<file path="config.mk">
export PLATFORM = sky130hd
export DESIGN_NAME = ram_word_sequencer
export DESIGN_NICKNAME = d
export VERILOG_FILES = /design/src/rtl/ram_word_sequencer.sv
export SDC_FILE = /design/constraint.sdc
export NUM_CORES = 1
export LEC_CHECK = 0
export CAP_MARGIN = 20
export CORE_MARGIN = 8
export CORE_UTILIZATION = 49
export CTS_CLUSTER_DIAMETER = 40
export DETAILED_ROUTE_END_ITERATION = 10
export HOLD_SLACK_MARGIN = 0.15
export MAX_ROUTING_LAYER = met4
export PLACE_DENSITY = 0.85
export REMOVE_ABC_BUFFERS = 1
export SLEW_MARGIN = 20
export SYNTH_ARGS = -nofsm -noshare
export SYNTH_HDL_FRONTEND = slang
export SYNTH_SLANG_ARGS = --single-unit
export TNS_END_PERCENT = 100
</file>
<file path="constraint.sdc">
create_clock -name clk -period 4.4 [get_ports clk]
set_clock_uncertainty 0.1 [all_clocks]
set_input_delay 0.44 -clock clk [delete_from_list [all_inputs] [get_ports clk]]
set_output_delay 0.44 -clock clk [all_outputs]
set_load 0.05 [all_outputs]
</file>
<file path="src/rtl/ram_word_sequencer.sv">
// ram_word_sequencer
// Splits 32-bit word loads/stores into two 16-bit accesses on a single
// 256x16 iCE40 block RAM (low half first, then high half) and returns
// one response pulse per request.

module ram_word_sequencer #(
    parameter int ADDR_W          = 7,
    parameter int SKIP_EMPTY_HALF = 1
) (
    input  logic              clk,
    input  logic              rst_n,

    input  logic              req_valid,
    output logic              req_ready,
    input  logic              req_we,
    input  logic [ADDR_W-1:0] req_addr,
    input  logic [31:0]       req_wdata,
    input  logic [3:0]        req_be,

    output logic              rsp_valid,
    output logic [31:0]       rsp_rdata,

    output logic [15:0]       ram_wdata,
    output logic [15:0]       ram_mask,
    output logic [7:0]        ram_waddr,
    output logic              ram_we,
    output logic [7:0]        ram_raddr,
    output logic              ram_re,
    input  logic [15:0]       ram_rdata
);

    typedef enum logic [2:0] {
        IDLE   = 3'd0,
        WR_LO  = 3'd1,
        WR_HI  = 3'd2,
        RD_LO  = 3'd3,
        RD_HI  = 3'd4,
        RD_CAP = 3'd5
    } state_t;

    localparam bit SKIP = (SKIP_EMPTY_HALF != 0);

    state_t            state;
    logic [ADDR_W-1:0] addr_reg;
    logic [31:0]       wdata_reg;
    logic [3:0]        be_reg;
    logic [15:0]       lo_reg;

    assign req_ready = (state == IDLE);

    // Sequencer: latches the request, walks the half accesses and emits the response pulse
    always_ff @(posedge clk or negedge rst_n) begin
        if (!rst_n) begin
            state     <= IDLE;
            addr_reg  <= '0;
            wdata_reg <= '0;
            be_reg    <= '0;
            lo_reg    <= '0;
            rsp_valid <= 1'b0;
            rsp_rdata <= '0;
        end else begin
            rsp_valid <= 1'b0;
            case (state)
                IDLE: begin
                    if (req_valid) begin
                        addr_reg  <= req_addr;
                        wdata_reg <= req_wdata;
                        be_reg    <= req_be;
                        if (!req_we) begin
                            state <= RD_LO;
                        end else if (SKIP && (req_be == 4'b0000)) begin
                            rsp_valid <= 1'b1;
                        end else if (SKIP && (req_be[1:0] == 2'b00)) begin
                            state <= WR_HI;
                        end else begin
                            state <= WR_LO;
                        end
                    end
                end
                WR_LO: begin
                    if (SKIP && (be_reg[3:2] == 2'b00)) begin
                        state     <= IDLE;
                        rsp_valid <= 1'b1;
                    end else begin
                        state <= WR_HI;
                    end
                end
                WR_HI: begin
                    state     <= IDLE;
                    rsp_valid <= 1'b1;
                end
                RD_LO: begin
                    state <= RD_HI;
                end
                RD_HI: begin
                    lo_reg <= ram_rdata;
                    state  <= RD_CAP;
                end
                RD_CAP: begin
                    rsp_rdata <= {ram_rdata, lo_reg};
                    rsp_valid <= 1'b1;
                    state     <= IDLE;
                end
                default: begin
                    state <= IDLE;
                end
            endcase
        end
    end

    // RAM port decode: strobes and buses come straight from the state so reset kills them at once
    always_comb begin
        ram_we    = 1'b0;
        ram_re    = 1'b0;
        ram_waddr = '0;
        ram_raddr = '0;
        ram_wdata = '0;
        ram_mask  = '0;
        case (state)
            WR_LO: begin
                ram_we    = 1'b1;
                ram_waddr = {addr_reg, 1'b0};
                ram_wdata = wdata_reg[15:0];
                ram_mask  = {{8{~be_reg[1]}}, {8{~be_reg[0]}}};
            end
            WR_HI: begin
                ram_we    = 1'b1;
                ram_waddr = {addr_reg, 1'b1};
                ram_wdata = wdata_reg[31:16];
                ram_mask  = {{8{~be_reg[3]}}, {8{~be_reg[2]}}};
            end
            RD_LO: begin
                ram_re    = 1'b1;
                ram_raddr = {addr_reg, 1'b0};
            end
            RD_HI: begin
                ram_re    = 1'b1;
                ram_raddr = {addr_reg, 1'b1};
            end
            default: begin
            end
        endcase
    end

endmodule
</file>
==> metrics.csv, run 1 <==
stage;metric;value;unit
timing;slew_viol_final;0;
logic_synthesis;synth-seq-cells;95;
placement;routabilityCongestion;0.713;
layout;final_util;67.9;%
detailed_routing;drcViolationCount;0;
layout;fillCellCount;619;
logic_synthesis;synthTopCellsByArea;dfrtp_1 55%, mux2_4 14%, mux2_2 11%;
timing;worst_pin_slew;790;ps
run_status;status;finished clean;
critical_path;cp_top_family;buffers and inverters;
timing;rsz0062_at_grt;false;
worst_hold_path;holdCritPathClass;reg -> reg;
die;core_area;8590;um^2
run;maxCapViolCount;0;
detailed_routing;wl;9770;um
critical_path;critical_path.cell_chain;or3b_4, o22ai_1, clkdlybuf4s50_1;
detailed_routing;wire_per_inst;18.8;um
global_routing;grt_pass1_wl;15700;um
detailed_routing;vias_per_cell;5.16;
layout;multi_input_area;1620;um^2
timing;finalSetupViolCount;0;
critical_path;start_kind;register;
layout;n_antenna_cell;0;
clocking;cts_tree;done;
critical_path;worst-setup-path-type;reg -> out;
clocking;root_buffer;clkbuf_8;
detailed_routing;initialDrtViolationCount;64;
detailed_routing;firstDrtPassIters;4;
clocking;insertion_delay;340;ps
die;dieWidth;110;um
clocking;cts_buffers;9;
die;die_h;110;um
clocking;clock-sinks;95;
critical_path;cp_max_fo;12;
critical_path;crit_buf_inv;1;
layout;seq_area;2380;um^2
critical_path;critPathRequiredTime;3860;ps
timing;tns;0;ps
global_routing;grt_pass1_vias;2969;
global_routing;antenna_found_initial;0;
timing;fin_crit;3330;ps
clocking;cts_setup_buffers;0;
placement;hpwl;7310;um
logic_synthesis;ys_warn_count;0;
timing;post-route-period-util;75.7;%
logic_synthesis;synth_area_leader_cell;dfrtp_1;
global_routing;grt.total_usage;17.3;%
layout;drive_gt1_share;26.7;%
critical_path;cpMaxStageDelayCell;clkdlybuf4s50_1;
critical_path;arrival;2790;ps
timing;slew_headroom;47.3;%
clocking;cts_buffer_depth;2;
layout;stdcell_area;5830;um^2
layout;area_growth;35.9;%
timing;max_freq;0.300;GHz
detailed_routing;num_vias;2684;
die;rows;34;
global_routing;grt_max_degree;54;
logic_synthesis;seq_area_frac_synth;55.4;%
die;dieArea;12000;um^2
placement;place_area;5620;um^2
placement;port_buffers;146;
global_routing;grt-ovfl-total;0;
logic_synthesis;ys_types;30;
logic_synthesis;syn_inst;276;
die;io_pins;147;
timing;timing_hold_violations_final;0;
detailed_routing;final_antenna_net_count;0;
logic_synthesis;synth.cell_area;4290;um^2
die;start_util;49.9;%
clocking;clkTransAtPathRegs;90;ps
critical_path;max_stage_delay;930;ps
clocking;cts_max_level;3;
logic_synthesis;avgSynthCellArea;15.5;um^2
critical_path;cp-end-kind;output port;
layout;fin_nets;471;
logic_synthesis;yosysTopAreaCellShare;55.4;%
path summary, 6_finish.rpt:
path,start,end,slack (ps),cells past startpoint
max in group asynchronous,rst_n,wdata_reg[31],2640,3
max reg2reg,state[2],addr_reg[6],2190,3
min,lo_reg[10],lo_reg[10],390,1
min reg2reg,lo_reg[10],lo_reg[10],390,1
max,state[2],ram_mask[10],1070,3
min in group asynchronous,rst_n,lo_reg[11],570,2
worst reg2reg max path: stages, from the launching register on:
cell and delay, ps:
dfrtp_1 550, nor3_4 310, and2_4 700, mux2_2 440
cells by family after synthesis:
kind of cell    after synthesis  synth area share [%]
flops                        95                  55.4
mux                          91                  27.4
buf+inv                      30                  7.06
simple gates                 32                  4.99
compound gates               27                  4.99
xor+xnor                      1                 0.204
synth_stat cells, drive strengths merged:
master   n
o31ai    1
nor3     2
a22o    16
o211ai   1
buf     29
and2    15
or3b     2
o21ai    3
nor2     4
mux2    91
inv      1
or3      1
nand2    5
a21oi    1
a22oi    1
and2b    1
o22ai    2
nor3b    2
o21bai   2
xnor2    1
dfrtp   95
through the flow:
step	hold slack, ps	cells	setup WS, ps
global placement	363	504	1550
detailed placement	374	504	1430
global route	411	520	874
CTS	393	520	1030
finish	389	520	1070
floorplan	44.4	247	-2850
layout by cell type (no fill, tap or decap), types with 2 or more instances in the layout:
master	instances
o21ai_0	3
dfrtp_1	95
buf_4	4
nand2_1	4
and2_1	14
o22ai_1	2
mux2_1	8
clkbuf_8	12
nor2_1	4
a22o_1	16
mux2_2	43
mux2_4	40
clkdlybuf4s50_1	145
metal layers:
| layer | vias up | global-route usage, % | part of all wire, % |
|---|---|---|---|
| met5 | - | - | 0 |
| met4 | 0 | 5.21 | 0.87 |
| met3 | 9 | 5.57 | 9.4 |
| met2 | 105 | 26.7 | 48 |
| met1 | 1341 | 21.1 | 42 |
| li1 | 1229 | - | - |
layout make-up:
cell class / count / area share [%]
Sequential cell: 95 / 40.8
Multi-Input combinational cell: 151 / 27.7
Timing Repair Buffer: 150 / 25.6
Clock buffer: 13 / 2.90
Tap cell: 108 / 2.32
Clock inverter: 2 / 0.665
Inverter: 1 / 0.0644
repair_timing:
action,in CTS,in global routing
hold buffers,1,0
resized for setup,0,0
hold endpoints to repair,52,0
Power of run 1 is left out: the tool's default activity adds up to more than one toggle a clock period on the data nets, which glitch-free logic cannot reach.
==> inputs of run 2 (changes only) <==
--- a/config.mk
+++ b/config.mk
@@ -7,12 +7,12 @@
 export LEC_CHECK = 0
 export CAP_MARGIN = 20
 export CORE_MARGIN = 8
-export CORE_UTILIZATION = 49
+export CORE_UTILIZATION = 41
 export CTS_CLUSTER_DIAMETER = 40
 export DETAILED_ROUTE_END_ITERATION = 10
 export HOLD_SLACK_MARGIN = 0.15
 export MAX_ROUTING_LAYER = met4
-export PLACE_DENSITY = 0.85
+export PLACE_DENSITY = 0.76
 export REMOVE_ABC_BUFFERS = 1
 export SLEW_MARGIN = 20
 export SYNTH_ARGS = -nofsm -noshare
==> constraint.sdc (replaced) <==
create_clock -name clk -period 2.8 [get_ports clk]
set_clock_uncertainty 0.1 [all_clocks]
set_input_delay 0.28 -clock clk [delete_from_list [all_inputs] [get_ports clk]]
set_output_delay 0.28 -clock clk [all_outputs]
set_load 0.05 [all_outputs]
==> run 2 against run 1 <==
Compared with the run above: routed wire length rose by 3.3%; final cell count rose by 6.5%; first-iteration DRC count rose by 55%; worst setup slack got worse by 830 ps; sequential cell count did not move; global-route usage fell by 2.2 points; utilization fell by 6.1 points; non-clock buffer count rose by 5; clock-buffer cell count fell by 1; critical path depth did not move; sequential share of layout area fell by 3.1 points.
==> metrics.csv, run 2 (synthesis results as in run 1) <==
stage;metric;value;unit
run_status;status;finished clean;
worst_hold_path;worstHoldStart;lo_reg[10];
clocking;cts_tree;done;
timing;timing_hold_violations_final;0;
layout;layout_commonest_cell;clkdlybuf4s50_1;
layout;layout_common_cells;103 x clkdlybuf4s50_1, 95 x dfrtp_1, 43 x mux2_2, 43 x buf_12, 40 x mux2_4;
placement;dp.cells;537;
critical_path;r2r_start;state[2];
die;dieArea;14000;um^2
timing;rsz0062_at_grt;false;
detailed_routing;wl;10100;um
run;maxCapViolCount;0;
layout;n_antenna_cell;0;
global_routing;grt_pass1_vias;2970;
die;io_pins;147;
layout;fillCellCount;798;
timing;fin_crit;2560;ps
layout;stdcell_count;554;
critical_path;max_stage_delay;810;ps
detailed_routing;num_vias;2688;
critical_path;arrival;2180;ps
clocking;cts_setup_buffers;0;
critical_path;start_kind;register;
detailed_routing;drcViolationCount;0;
clocking;cts_max_level;3;
worst_hold_path;hold-path-endpoint;lo_reg[10];
layout;area_growth;47.2;%
die;dieWidth;118;um
detailed_routing;final_antenna_net_count;0;
detailed_routing;firstDrtPassIters;4;
global_routing;grt_max_degree;52;
critical_path;worst-setup-path-type;reg -> out;
critical_path;r2r-end;wdata_reg[27];
detailed_routing;initialDrtViolationCount;99;
timing;post-route-period-util;91.6;%
timing;worst_pin_slew;764;ps
critical_path;critical_path.cell_chain;nor2_2, and2_1, clkdlybuf4s50_1;
detailed_routing;wire_per_inst;18.2;um
global_routing;grt_pass1_wl;16400;um
critical_path;cpMaxStageDelayCell;clkdlybuf4s50_1;
placement;routabilityCongestion;0.722;
die;core_area;10200;um^2
critical_path;r2r_cells;4;
global_routing;antenna_found_initial;0;
layout;fin_nets;476;
critical_path;cp_max_fo;12;
timing;slew_headroom;48.9;%
timing;finalSetupViolCount;0;
die;rows;37;
clocking;cts_buffers;9;
clocking;root_buffer;clkbuf_8;
timing;slew_viol_final;0;
placement;hpwl;7690;um
die;start_util;41.9;%
global_routing;grt.total_usage;15.0;%
worst_hold_path;holdCritPathClass;reg -> reg;
clocking;clkTransAtPathRegs;90;ps
critical_path;crit_buf_inv;1;
die;die_h;118;um
worst_hold_path;min_path_cells;1;
clocking;cts_buffer_depth;2;
timing;max_freq;0.390;GHz
clocking;clock-sinks;95;
detailed_routing;vias_per_cell;4.85;
placement;port_buffers;146;
critical_path;critPathRequiredTime;2420;ps
critical_path;regToRegSetupSlack;610;ps
clocking;insertion_delay;350;ps
layout;drive_gt1_share;38.0;%
global_routing;grt-ovfl-total;0;
critical_path;cp-end-kind;output port;
critical_path;cp_top_family;buffers and inverters;
==> run 2: cell types whose count changed in the layout (fill, tap and decap cells not counted), sizes merged <==
cell / change
inv: +1
bufinv: -1
clkinvlp: +2
clkdlybuf4s50: -42
clkbuf: -1
buf: +47
==> run 2: area by class of cell <==
class	instances	area, um^2	area share (%)
inverter	1	3.75	0.0594
sequential	95	2380	37.6
clock buffer	12	155	2.46
multi-input combinational	151	1620	25.6
clock inverter	4	28.8	0.456
tap	136	170	2.69
timing repair buffer	155	1960	31.1
==> run 2: what timing repair did <==
action                                  4_1_cts  5_1_grt
endpoints found under the setup margin        0        7
hold buffers                                  1        0
gates resized for setup                       0        1
hold endpoints to repair                     44        0
==> run 2: per-stage QoR <==
stage | setup slack (ps) | area (um^2) | TNS [ps] | utilization (%) | hold slack [ps]
final | 236 | 6320 | 0 | 61.7 | 391
after global routing | 96.7 | 6320 | 0 | 61.7 | 403
after CTS | 74.5 | 6310 | 0 | 61.7 | 385
after detailed placement | 482 | 6120 | 0 | 59.8 | 221
after global placement | 564 | 6120 | 0 | 59.8 | 208
after floorplan | -4290 | 3990 | -72530 | - | -116
==> run 2: metal layers <==
metal  GRT usage (%)  wire, um
met3            6.09       916
met5               -         0
met1            18.4      4530
met4            5.12       117
met2            22.1      4530
==> run 2: how the worst max path moves through the flow <==
stage                   endpoint  slack (ps)  cells past startpoint     start
global route        ram_waddr[7]         100                      3  state[2]
global placement    ram_waddr[7]         560                      3  state[2]
detailed placement  ram_waddr[7]         480                      3  state[2]
finish              ram_waddr[7]         240                      3  state[2]
CTS                 ram_waddr[7]          70                      3  state[2]
floorplan            ram_mask[0]       -4290                      2  state[2]
Power of run 2 is left out for the same reason.
